==> src/rtl/block_pkg.sv <==
// Shared types and constants for the block-structured text stream generator.
// Holds the FSM state encoding, the ASCII letters of "begin"/"end" and the case offset.
package block_pkg;

    typedef enum logic [1:0] {
        ST_IDLE = 2'd0,
        ST_EMIT = 2'd1,
        ST_SEP  = 2'd2
    } state_e;

    localparam logic [7:0] CH_B        = 8'h62;
    localparam logic [7:0] CH_E        = 8'h65;
    localparam logic [7:0] CH_G        = 8'h67;
    localparam logic [7:0] CH_I        = 8'h69;
    localparam logic [7:0] CH_N        = 8'h6E;
    localparam logic [7:0] CH_D        = 8'h64;
    localparam logic [7:0] CH_SPACE    = 8'h20;
    localparam logic [7:0] CASE_OFFSET = 8'h20;

    // Letter count of the word selected by the close bit.
    function automatic logic [2:0] word_len(input logic close);
        logic [2:0] len;
        if (close) begin
            len = 3'd3;
        end else begin
            len = 3'd5;
        end
        return len;
    endfunction

endpackage

==> src/rtl/block_word_rom.sv <==
// Combinational letter lookup: (close, idx, upper) -> ASCII byte plus last-letter flag.
module block_word_rom
    import block_pkg::*;
(
    input  logic       close,
    input  logic [2:0] idx,
    input  logic       upper,
    output logic [7:0] ch,
    output logic       last
);

    logic [7:0] lower_s;

    // Select the lower-case letter of "end" or "begin".
    always_comb begin
        lower_s = CH_SPACE;
        if (close) begin
            case (idx)
                3'd0:    lower_s = CH_E;
                3'd1:    lower_s = CH_N;
                3'd2:    lower_s = CH_D;
                default: lower_s = CH_SPACE;
            endcase
        end else begin
            case (idx)
                3'd0:    lower_s = CH_B;
                3'd1:    lower_s = CH_E;
                3'd2:    lower_s = CH_G;
                3'd3:    lower_s = CH_I;
                3'd4:    lower_s = CH_N;
                default: lower_s = CH_SPACE;
            endcase
        end
    end

    // Apply letter case and flag the final letter of the word.
    always_comb begin
        if (upper) begin
            ch = lower_s - CASE_OFFSET;
        end else begin
            ch = lower_s;
        end
        last = (idx == (word_len(close) - 3'd1));
    end

endmodule

==> src/rtl/block_stream_gen.sv <==
// Serialises open/close commands into "begin "/"end " byte streams and tracks
// nesting depth with sticky underflow/overflow flags feeding the balanced output.
module block_stream_gen
    import block_pkg::*;
#(
    parameter int DEPTH_W = 8
) (
    input  logic               clk,
    input  logic               reset,
    input  logic               cmd_valid,
    output logic               cmd_ready,
    input  logic               cmd_close,
    input  logic               cmd_upper,
    output logic [7:0]         out,
    output logic               out_valid,
    input  logic               out_ready,
    output logic [DEPTH_W-1:0] depth,
    output logic               balanced,
    output logic               ovf
);

    localparam logic [DEPTH_W-1:0] DEPTH_ZERO = {DEPTH_W{1'b0}};
    localparam logic [DEPTH_W-1:0] DEPTH_MAX  = {DEPTH_W{1'b1}};
    localparam logic [DEPTH_W-1:0] DEPTH_ONE  = DEPTH_W'(1'b1);

    state_e             state_q, state_d;
    logic [2:0]         idx_q, idx_d;
    logic               close_q, close_d;
    logic               upper_q, upper_d;
    logic               last_q, last_d;
    logic [7:0]         out_q, out_d;
    logic               out_valid_q, out_valid_d;
    logic [DEPTH_W-1:0] depth_q, depth_d;
    logic               unbal_q, unbal_d;
    logic               ovf_q, ovf_d;
    logic               balanced_q, balanced_d;

    logic               rom_close_s;
    logic [2:0]         rom_idx_s;
    logic               rom_upper_s;
    logic [7:0]         rom_ch_s;
    logic               rom_last_s;
    logic               xfer_s;

    assign cmd_ready = (state_q == ST_IDLE);
    assign xfer_s    = out_valid_q && out_ready;
    assign out       = out_q;
    assign out_valid = out_valid_q;
    assign depth     = depth_q;
    assign balanced  = balanced_q;
    assign ovf       = ovf_q;

    // The ROM looks ahead: the first letter of an incoming command, or the next letter.
    always_comb begin
        if (state_q == ST_IDLE) begin
            rom_close_s = cmd_close;
            rom_idx_s   = 3'd0;
            rom_upper_s = cmd_upper;
        end else begin
            rom_close_s = close_q;
            rom_idx_s   = idx_q + 3'd1;
            rom_upper_s = upper_q;
        end
    end

    block_word_rom u_rom (
        .close (rom_close_s),
        .idx   (rom_idx_s),
        .upper (rom_upper_s),
        .ch    (rom_ch_s),
        .last  (rom_last_s)
    );

    // Next-state, next-byte and depth/flag computation.
    always_comb begin
        state_d     = state_q;
        idx_d       = idx_q;
        close_d     = close_q;
        upper_d     = upper_q;
        last_d      = last_q;
        out_d       = out_q;
        out_valid_d = out_valid_q;
        depth_d     = depth_q;
        unbal_d     = unbal_q;
        ovf_d       = ovf_q;
        case (state_q)
            ST_IDLE: begin
                if (cmd_valid && cmd_ready) begin
                    state_d     = ST_EMIT;
                    idx_d       = 3'd0;
                    close_d     = cmd_close;
                    upper_d     = cmd_upper;
                    out_d       = rom_ch_s;
                    last_d      = rom_last_s;
                    out_valid_d = 1'b1;
                end else begin
                    out_valid_d = 1'b0;
                end
            end
            ST_EMIT: begin
                if (xfer_s && last_q) begin
                    state_d = ST_SEP;
                    out_d   = CH_SPACE;
                end else if (xfer_s) begin
                    idx_d  = idx_q + 3'd1;
                    out_d  = rom_ch_s;
                    last_d = rom_last_s;
                end else begin
                    state_d = ST_EMIT;
                end
            end
            ST_SEP: begin
                // The word resolves here, matching where the checker consumes the space.
                if (xfer_s) begin
                    state_d     = ST_IDLE;
                    out_valid_d = 1'b0;
                    out_d       = 8'h00;
                    if (!close_q) begin
                        if (depth_q == DEPTH_MAX) begin
                            ovf_d = 1'b1;
                        end else begin
                            depth_d = depth_q + DEPTH_ONE;
                        end
                    end else begin
                        if (depth_q == DEPTH_ZERO) begin
                            unbal_d = 1'b1;
                        end else begin
                            depth_d = depth_q - DEPTH_ONE;
                        end
                    end
                end else begin
                    state_d = ST_SEP;
                end
            end
            default: begin
                state_d     = ST_IDLE;
                out_valid_d = 1'b0;
            end
        endcase
        balanced_d = (depth_d == DEPTH_ZERO) && !unbal_d && !ovf_d;
    end

    // State, output and counter registers.
    always_ff @(posedge clk or posedge reset) begin
        if (reset) begin
            state_q     <= ST_IDLE;
            idx_q       <= 3'd0;
            close_q     <= 1'b0;
            upper_q     <= 1'b0;
            last_q      <= 1'b0;
            out_q       <= 8'h00;
            out_valid_q <= 1'b0;
            depth_q     <= DEPTH_ZERO;
            unbal_q     <= 1'b0;
            ovf_q       <= 1'b0;
            balanced_q  <= 1'b1;
        end else begin
            state_q     <= state_d;
            idx_q       <= idx_d;
            close_q     <= close_d;
            upper_q     <= upper_d;
            last_q      <= last_d;
            out_q       <= out_d;
            out_valid_q <= out_valid_d;
            depth_q     <= depth_d;
            unbal_q     <= unbal_d;
            ovf_q       <= ovf_d;
            balanced_q  <= balanced_d;
        end
    end

endmodule
==> config.mk <==
export PLATFORM = sky130hd
export DESIGN_NAME = block_stream_gen
export DESIGN_NICKNAME = d
export VERILOG_FILES = /design/src/rtl/block_pkg.sv /design/src/rtl/block_word_rom.sv /design/src/rtl/block_stream_gen.sv
export SDC_FILE = /design/constraint.sdc
export NUM_CORES = 1
export LEC_CHECK = 0
export ABC_AREA = 0
export CAP_MARGIN = 15
export CORE_MARGIN = 3
export CORE_UTILIZATION = 49
export DETAILED_ROUTE_END_ITERATION = 8
export GPL_TIMING_DRIVEN = 0
export PLACE_DENSITY_LB_ADDON = 0.05
export RECOVER_POWER = 100
export SLEW_MARGIN = 20
export SYNTH_ARGS = -nofsm -noshare
export SYNTH_HDL_FRONTEND = slang
export SYNTH_SLANG_ARGS = --single-unit
==> constraint.sdc <==
create_clock -name clk -period 2 [get_ports clk]
set_input_delay 0.4 -clock clk [delete_from_list [all_inputs] [get_ports clk]]
set_output_delay 0.4 -clock clk [all_outputs]
set_load 0.005 [all_outputs]
# Yosys cells after proc, flatten, opt, wreduce, memory -nomap -nowiden
# Index checks and enable logic that the tools add are counted.
# word_totals
register_bits	28
in_bits	6
output_inout_bits	20
elab_cells	91
# op_classes
add_sub_neg	5
n_eq_ne	14
muxes	42
n_bitwise	1
n_reduce_logical	18
# ops
operator	count
2-to-1 mux 8 bit	11
case mux 7 bit (5 select lines)	1
case mux 8 bit (3 select lines)	1
case mux 7 bit (3 select lines)	1
zero test 8 bit	2
2-to-1 mux 1 bit	15
2-to-1 mux 3 bit	5
adder 8 x 1 -> 8 bit, second input constant	1
equality test 8 bit, second input constant	1
2-to-1 mux 2 bit	4
AND reduction 4 bit	2
subtractor 8 x 1 -> 8 bit, second input constant	1
subtractor 8 x 6 -> 8 bit, second input constant	1
equality test 3 x 2 -> 1 bit, second input constant	2
!= test 2 bit, second input constant	3
!= test 3 bit, second input constant	2
case mux 2 bit (3 select lines)	1
case mux 3 bit (2 select lines)	1
AND reduction 2 bit	3
logical AND 1 bit	5
adder 3 x 1 -> 3 bit, second input constant	1
equality test 3 x 1 -> 1 bit, second input constant	1
equality test 3 bit	1
equality test 3 bit, second input constant	1
12 further kinds	13

# Logic depth before layout (Yosys ltp)
# logic_depth
word_depth	10
ltp_mapped	9
mapped_depth_nobuf	8

# By module
# From an unflattened synthesis, not the netlist that was laid out.
# hier_totals
cells_unflattened	223
area_unflattened_um2	1954.4
# modules_own_cells
module	instances	cells_per_inst	area_per_inst_um2	seq_area_each_um2
block_stream_gen	1	195	1766.7	701.9
block_word_rom	1	28	187.7	0.0

# Worst setup path after synthesis
# OpenSTA, ideal clock, no wires.
# synth_path
kind	register to register
startpoint	register state_q[0]
endpoint	register balanced_q (netlist: balanced)
setup_time_ns	0.089
arrival_time_ns	2.112
t_required_ns	1.911
path_slack_ns	-0.202
path_stages_with_launch	9
path_buffers	0
synth_period_minus_slack_ns	2.202
cell_sequence	dfrtp_1 > inv_1 > ha_1 > nand3_1 > or4_1 > a32oi_1 > o21ai_1 > nor4_1 > nor4b_2
# synth_between
elab_chain_cells	5
elab_cells_between_ends	9
cone_classes	eq/ne: 1; mux: 3; reduce/logical: 5
# synth_rtl
item	line	source
start: declaration	block_stream_gen.sv:26	state_e state_q, state_d;
start signal: assignment	block_stream_gen.sv:158	state_q <= state_d;
equality test 2 bit	block_stream_gen.sv:86	case (state_q)
2-to-1 mux 8 bit	block_stream_gen.sv:86	
via depth_d[5]	block_stream_gen.sv:33	logic [DEPTH_W-1:0] depth_q, depth_d;
zero test 8 bit	block_stream_gen.sv:140	balanced_d = (depth_d == DEPTH_ZERO) && !unbal_d && !ovf_d;
logical AND 1 bit (2 in series)	block_stream_gen.sv:140	
via balanced_d	block_stream_gen.sv:36	logic balanced_q, balanced_d;
end signal: assignment	block_stream_gen.sv:168	balanced_q <= balanced_d;
end: declaration	block_stream_gen.sv:36	
# The timed path passes the listed nets, and every way through them passes these cells.
# A chain may end at the register's enable or synchronous reset.

# Worst setup path after layout
# layout_path
startpoint	register depth_q[1] (netlist: depth[1])
endpoint	register balanced_q (netlist: balanced)
# layout_between
elab_chain_cells	8
elab_cells_between_ends	22
cone_classes	add/sub: 2; eq/ne: 1; mux: 13; reduce/logical: 6
# layout_rtl
item	line	source
start: declaration	block_stream_gen.sv:33	
start signal: assignment	block_stream_gen.sv:165	depth_q <= depth_d;
adder 8 x 1 -> 8 bit, or another cell as far along	block_stream_gen.sv:122	depth_d = depth_q + DEPTH_ONE;
2-to-1 mux 8 bit, on equally long branches	block_stream_gen.sv:119, block_stream_gen.sv:125	
2-to-1 mux 8 bit *	block_stream_gen.sv:118	if (!close_q) begin
2-to-1 mux 8 bit *	block_stream_gen.sv:114	if (xfer_s) begin
2-to-1 mux 8 bit *	block_stream_gen.sv:86	
via depth_d[6]	block_stream_gen.sv:33	
zero test 8 bit *	block_stream_gen.sv:140	
logical AND 1 bit * (2 in series)	block_stream_gen.sv:140	
via balanced_d	block_stream_gen.sv:36	
# Mark *: on every way through the listed nets, which the timed path passes. The rest lies on a longest branch.

==> metrics <==
status=finished, violations left; violated checks=negative setup slack; Tot Pwr=2.82 mW; library cells used by synthesis=61; fill count=300; Worst Path Required=approximately 2.2 ns; Top cell by count, worst path=mux2i_1; clock power share=0.111; crit path DAT=around 2.5 ns; vias in the first global route=1776; layout cell share with drive strength beyond 1=0.205; I/O pin count=26; CTS Sinks=26; Die W=68.2 um; Fmax achieved=0.434 GHz; Reg2Reg Depth=8; CP Cell Sequence=buf_4 > ha_1 > and3_1 > nand4_1 > mux2i_1 > mux2i_1 > nor4_1 > nor4b_2; Clock Tree Buf Depth=2; worst-path fanout max=5; 1st-iter DRT viols=230; P_sw=around 1.2 mW; Antenna Nets Post-Route=0; Worst Tran Pin Value=0.918 ns; placed wire-length estimate=roughly 3.5 mm; Post-Synthesis Cells=221; fin crit share=1.15; CTS tree=built; WL per Instance=about 17 um; vias=1924; Max rail drop VDD=roughly 0.00068 V; CTS clk-pin slew, worst paths=approximately 0.09 ns; register area share after synthesis=0.344; Fin Setup TNS=-0.306 ns; footprint of the multi-input gates=between 0.001 and 0.0015 sq mm; P_int=1.63 mW; CP peak stage delay=0.43 ns; input/output buffers=23; Diodes inserted=0; Worst setup endpoint=balanced; Num CTS Buffers=3; Synth Warn #=0; maxcap violations=0; DIE AREA=0.00465 sq mm; EDFF count, synth=0; Area growth syn-to-layout=29.6%; Slew headroom=0.384; crit path max-delay cell type=nor4_1; Worst Setup SP=depth[1]; CP Launch Type=flip-flop; Hold Vio Cnt, Final=0; Starting Density=0.538; CTS H-Tree Depth=1; Pins Over Slew Limit=0; most common cell after layout, fill and taps aside=dfrtp_1; #FFs+latches synth=26; critical path depth=8; Setup crit end kind=flip-flop; hold_ws=0.477 ns; commonest cells after routing, fill and taps aside=dfrtp_1, nand2_1, nor2_1, a21oi_1; Avg Inst Size Synth=roughly 8.6 sq um; WS Path Type=reg -> reg; Die Ht=between 60 and 70 um; register area=653 sq um; DRT Wirelength=5.32 mm; Sw Share=0.423; PD cells=1150 mW/mm^2; DR vias/cell=6.31; hold_buf cts=0; worst min-delay path category=reg -> reg; # nets final=274; LEAKAGE=a little over 1 nW; CP bufs+invs=1; clock latency on the worst-skew pair=0.27 ns; drt drc=0; RR Startpoint=depth[1]; Initial DRT Pass Iterations=4; reg2reg end=balanced; Post-synth ARST share=1.00; core area=0.00352 sq mm; worst setup margin=-0.306 ns; first-pass GRT wire length=8.38 mm; min cycle time layout=2.31 ns; initial antenna violation count=0; clk root buf=clkbuf_8; final setup vio count=1; Congestion Overflow GR=0; setup slack, reg-to-reg=-0.31 ns; Gate power share=0.618; largest net degree at the start of global routing=27; Flop pwr share=0.271; Routability Congestion=~0.9; skew final=0.00400 ns; CP delay by family, top=simple AND/OR/NAND/NOR gates; GRT Resource Usage Total=0.239; RSZ-0062 raised after global routing=true; final core occ=0.697; Synth Cell Area=0.00189 sq mm; top_reg_cell synth=dfrtp_1; num rows=21
[timing repair]
action,in CTS,in global routing
pin swaps,3,1
hold endpoints to repair,0,0
setup endpoints to repair,10,17
setup buffers,9,3
cloned,0,0
gates resized for setup,22,19
[cell type report]
type,count,area share
Multi-Input combinational cell,170,0.516
Buffer,14,0.0336
Tap cell,46,0.0234
Clock buffer,4,0.0183
Inverter,12,0.0183
Timing Repair Buffer,33,0.124
Sequential cell,26,0.266
[registers in the layout, summed over array words and instances (netlist names)]
name and cells:
last_q 1, balanced 1, depth 8, upper_q 1
close_q 1, idx_q 3, out 6, ovf 1
out_valid 1, unbal_q 1, state_q 2
[layer usage]
layer / vias up / GRT usage / part of all wire
met2: 84 / 0.442 / 0.53
met3: 12 / 0.0394 / 0.060
met4: 0 / 0.0645 / 0.020
li1: 898 / - / -
met1: 930 / 0.283 / 0.39
met5: - / 0 / 0
[metrics by stage]
step	cell area (sq um)	instances	worst slack [ns]
floorplan	1920	222	-0.00285
CTS	2400	304	-0.107
detailed placement	2210	291	-0.474
finish	2450	305	-0.306
global route	2450	305	-0.300
global placement	2210	291	-0.475
[power by group through the flow]
stage,clock (mW),combinational [mW],sequential [mW]
floorplan,0,1.00,0.774
global placement,0,1.46,0.775
detailed placement,0,1.48,0.779
CTS,0.324,1.64,0.762
global route,0.339,1.92,0.782
finish,0.314,1.74,0.765
[worst min-delay path by stage]
| stage | endpoint | startpoint | depth (start not counted) | slack, ns |
|---|---|---|---|---|
| 6_report | ovf | ovf | 1 | 0.48 |
| 5_1_grt | out[0] | out[0] | 1 | 0.53 |
| 4_1_cts | unbal_q | unbal_q | 1 | 0.48 |
| 3_5_place_dp | unbal_q | unbal_q | 1 | 0.46 |
| 3_3_place_gp | unbal_q | unbal_q | 1 | 0.46 |
| 2_1_floorplan | close_q | reset | 1 | 0.44 |
[cells by family after synthesis]
| logic type | count (synthesis) | synth area share |
|---|---|---|
| compound gates | 68 | 0.246 |
| fa+ha+maj | 8 | 0.0528 |
| buf+inv | 26 | 0.0601 |
| other cells | 1 | 0.00198 |
| flops | 26 | 0.344 |
| simple gates | 80 | 0.231 |
| xor+xnor | 4 | 0.0185 |
| mux | 8 | 0.0449 |
[synthesized netlist by cell type (3+ instances only)]
library cell,instances,area [sq um]
inv_1,11,41.3
and2_1,3,18.8
dfrtp_1,25,626
o21ai_0,14,70.1
nand4_1,4,25.0
nor3_1,6,30.0
xnor2_1,3,26.3
a211oi_1,5,37.5
nor2_1,16,60.1
or4_1,3,22.5
mux2i_1,4,40.0
ha_1,8,100
a22o_1,4,35.0
clkbuf_1,10,37.5
a21oi_1,15,75.1
mux2_2,4,45.0
nor4_1,4,25.0
and3_1,4,25.0
nand2_1,19,71.3
nand3_1,4,20.0
No activity file was read; power rests on OpenSTA's default activity.
==> patch (same settings) <==
Encoding of `state_e`: now one-hot (3 bits for 3 states).
--- a/src/rtl/block_pkg.sv
+++ b/src/rtl/block_pkg.sv
@@ -2,10 +2,10 @@
 // Holds the FSM state encoding, the ASCII letters of "begin"/"end" and the case offset.
 package block_pkg;
 
-    typedef enum logic [1:0] {
-        ST_IDLE = 2'd0,
-        ST_EMIT = 2'd1,
-        ST_SEP  = 2'd2
+    typedef enum logic [2:0] {
+        ST_IDLE = 3'b001,
+        ST_EMIT = 3'b010,
+        ST_SEP  = 3'b100
     } state_e;
 
     localparam logic [7:0] CH_B        = 8'h62;
Formal check against the unedited RTL: no difference found for any inputs over 10 cycles, from zero or initial values and one cycle with reset high; not proved beyond that.
==> patch against the original RTL <==
- the run still ends with negative setup slack left
- synthesized cell count grew 0.45%
- power shrank 26%
- design area grew 1.2%
- global-route usage grew 0.47 points
- sequential power shrank 4.1%
- worst setup slack lost 0.18 ns
- sequential cell count grew 1
- routed wire length shrank 1.3%
- area after synthesis shrank 2.3%
- critical path type unchanged
- via count shrank 1.7%
==> patch: results (changes against the original RTL) <==
[run_status]
run_status = finished with violations
violations = negative setup slack

[global_routing]
grt_max_degree = 28  ; +3.7%
first_global_vias = 1751  ; -1.4%
grt_first_pass_wirelength_um = 8530  ; +1.8%
track_usage_pct = 24.4  ; +0.47 points

[clocking]
numCtsBuffers = 3  ; unchanged
htree_levels = 1  ; unchanged

[critical_path]
crit_path_max_fanout = 4  ; -1
slowest_delay_ns = 0.54  ; +0.11 ns
cp.arrival_ns = 2.67  ; +0.17 ns
critical-path-slowest-cell = or4_4

[timing]
worst_slack_ns = -0.483  ; -0.177 ns
fin_worst_skew_ns = 0.00656  ; +0.00256 ns
max_slew_margin_pct = 34.3  ; -4.1 points
finalSetupTns_ns = -0.845  ; -0.539 ns
finalSetupViolCount = 6  ; +5

[synth]
ys_seq_area_share_pct = 36.6  ; +2.2 points
synth_xor_xnor_area_share_pct = 1.89  ; +0.044 points
synth-compound-area-share_pct = 22.1  ; -2.5 points
ys_async_sr_fraction_pct = 100  ; unchanged
yosys.area_share.adder_pct = 2.70  ; -2.6 points
synthMuxAreaShare_pct = 3.45  ; -1.0 points
synth_common_cells = 31 x nand2_1, 25 x dfrtp_1, 23 x nor2_1
synth.area.top_cells = dfrtp_1 34%, nand2_1 6.3%, nor2_1 4.7%
ys_types = 58  ; -4.9%

[power]
power.leakage_nw = 1.04  ; +1.4%
ir_drop_mv = 0.652  ; -3.4%
swShare_pct = 39.4  ; -2.8 points

[finish]
drive_gt1_share_pct = 24.9  ; +4.4 points
nets = 280  ; +2.2%
antenna_cells = 0  ; unchanged
num-fill-cells = 272  ; -9.3%

[drt]
wl_per_cell_um = 16.7  ; -4.4%
vias_per_cell = 6.00  ; -4.8%
first_iter_violations = 197  ; -14%

[place]
postPlaceCellArea_mm2 = 0.00216  ; -2.2%
dp_hpwl_um = 3350  ; -4.0%
gp_congestion = 0.943  ; +5.2%

## patch: cell types whose count changed after synthesis, sizes merged, moves of 3 or more
cell    change
nor2        +8
a31oi       +3
nand2      +12
ha          -4
inv         -4
buf         +4
clkbuf      -3
## patch: metrics by stage
stage	utilization, %	setup WS, ns	instances	total power, mW
floorplan	-	-0.396	223	1.33
global placement	61.8	-0.778	292	1.62
detailed placement	61.8	-0.749	292	1.64
CTS	69.0	-0.499	309	2.08
global route	71.1	-0.586	315	2.26
finish	71.1	-0.483	315	2.10
## patch: repair_timing
item,CTS,global route
cloned,0,1
pin swaps,4,2
buffers inserted,16,5
hold buffers,0,0
endpoints found under the setup margin,10,14
resized for setup,20,10
## patch: layer usage
layer  global-route usage (%)  routed length, µm
met2                     36.7               2470
met5                        0                  0
met4                     4.56                 31
met3                     5.32                329
met1                     36.0               2420
## patch: cells by family (layout without fill, tap and decap cells)
group / count (synthesis) / count (layout)
AOI/OAI and AO/OA: 62 / 62
xor gates and xnor gates: 4 / 4
adders and majority gates: 4 / 4
buffers and inverters: 23 / 68
DFF: 27 / 27
muxes: 6 / 6
other: 1 / 2
and+or+nand+nor: 95 / 96
## patch: area by class of cell
type / instances / area share (%)
plain buffers: 12 / 3.32
inverters: 8 / 1.31
multi-input cells: 174 / 48.5
repair buffers: 44 / 15.3
clock buffers: 4 / 1.81
well taps: 46 / 2.32
flip-flops and latches: 27 / 27.4
## patch: final timing paths
| check | from | to | slack [ns] | cells past startpoint |
|---|---|---|---|---|
| max reg2reg | depth[0] | balanced | -0.48 | 9 |
| min in group asynchronous | reset | depth[7] | 0.67 | 2 |
| min reg2reg | out[1] | out[1] | 0.47 | 2 |
| max | depth[0] | balanced | -0.48 | 9 |
| min | out[1] | out[1] | 0.47 | 2 |
| max in group asynchronous | reset | idx_q[0] | 0.84 | 2 |
## patch: power groups by stage
stage	clock, mW	combinational [mW]	sequential, mW
3_5_place_dp	0	0.901	0.736
2_1_floorplan	0	0.594	0.733
6_report	0.313	1.05	0.734
5_1_grt	0.338	1.17	0.750
3_3_place_gp	0	0.889	0.733
4_1_cts	0.315	1.02	0.740
## patch: worst max-delay path: cells and delay by family, from the launching register on
kind	cells	cell delay, ns
buffers and inverters	2	0.19
flip-flops	1	0.44
AND/OR/NAND/NOR	5	1.20
AO/OA/AOI/OAI	1	0.33
adder cells (fa/ha/maj)	1	0.24
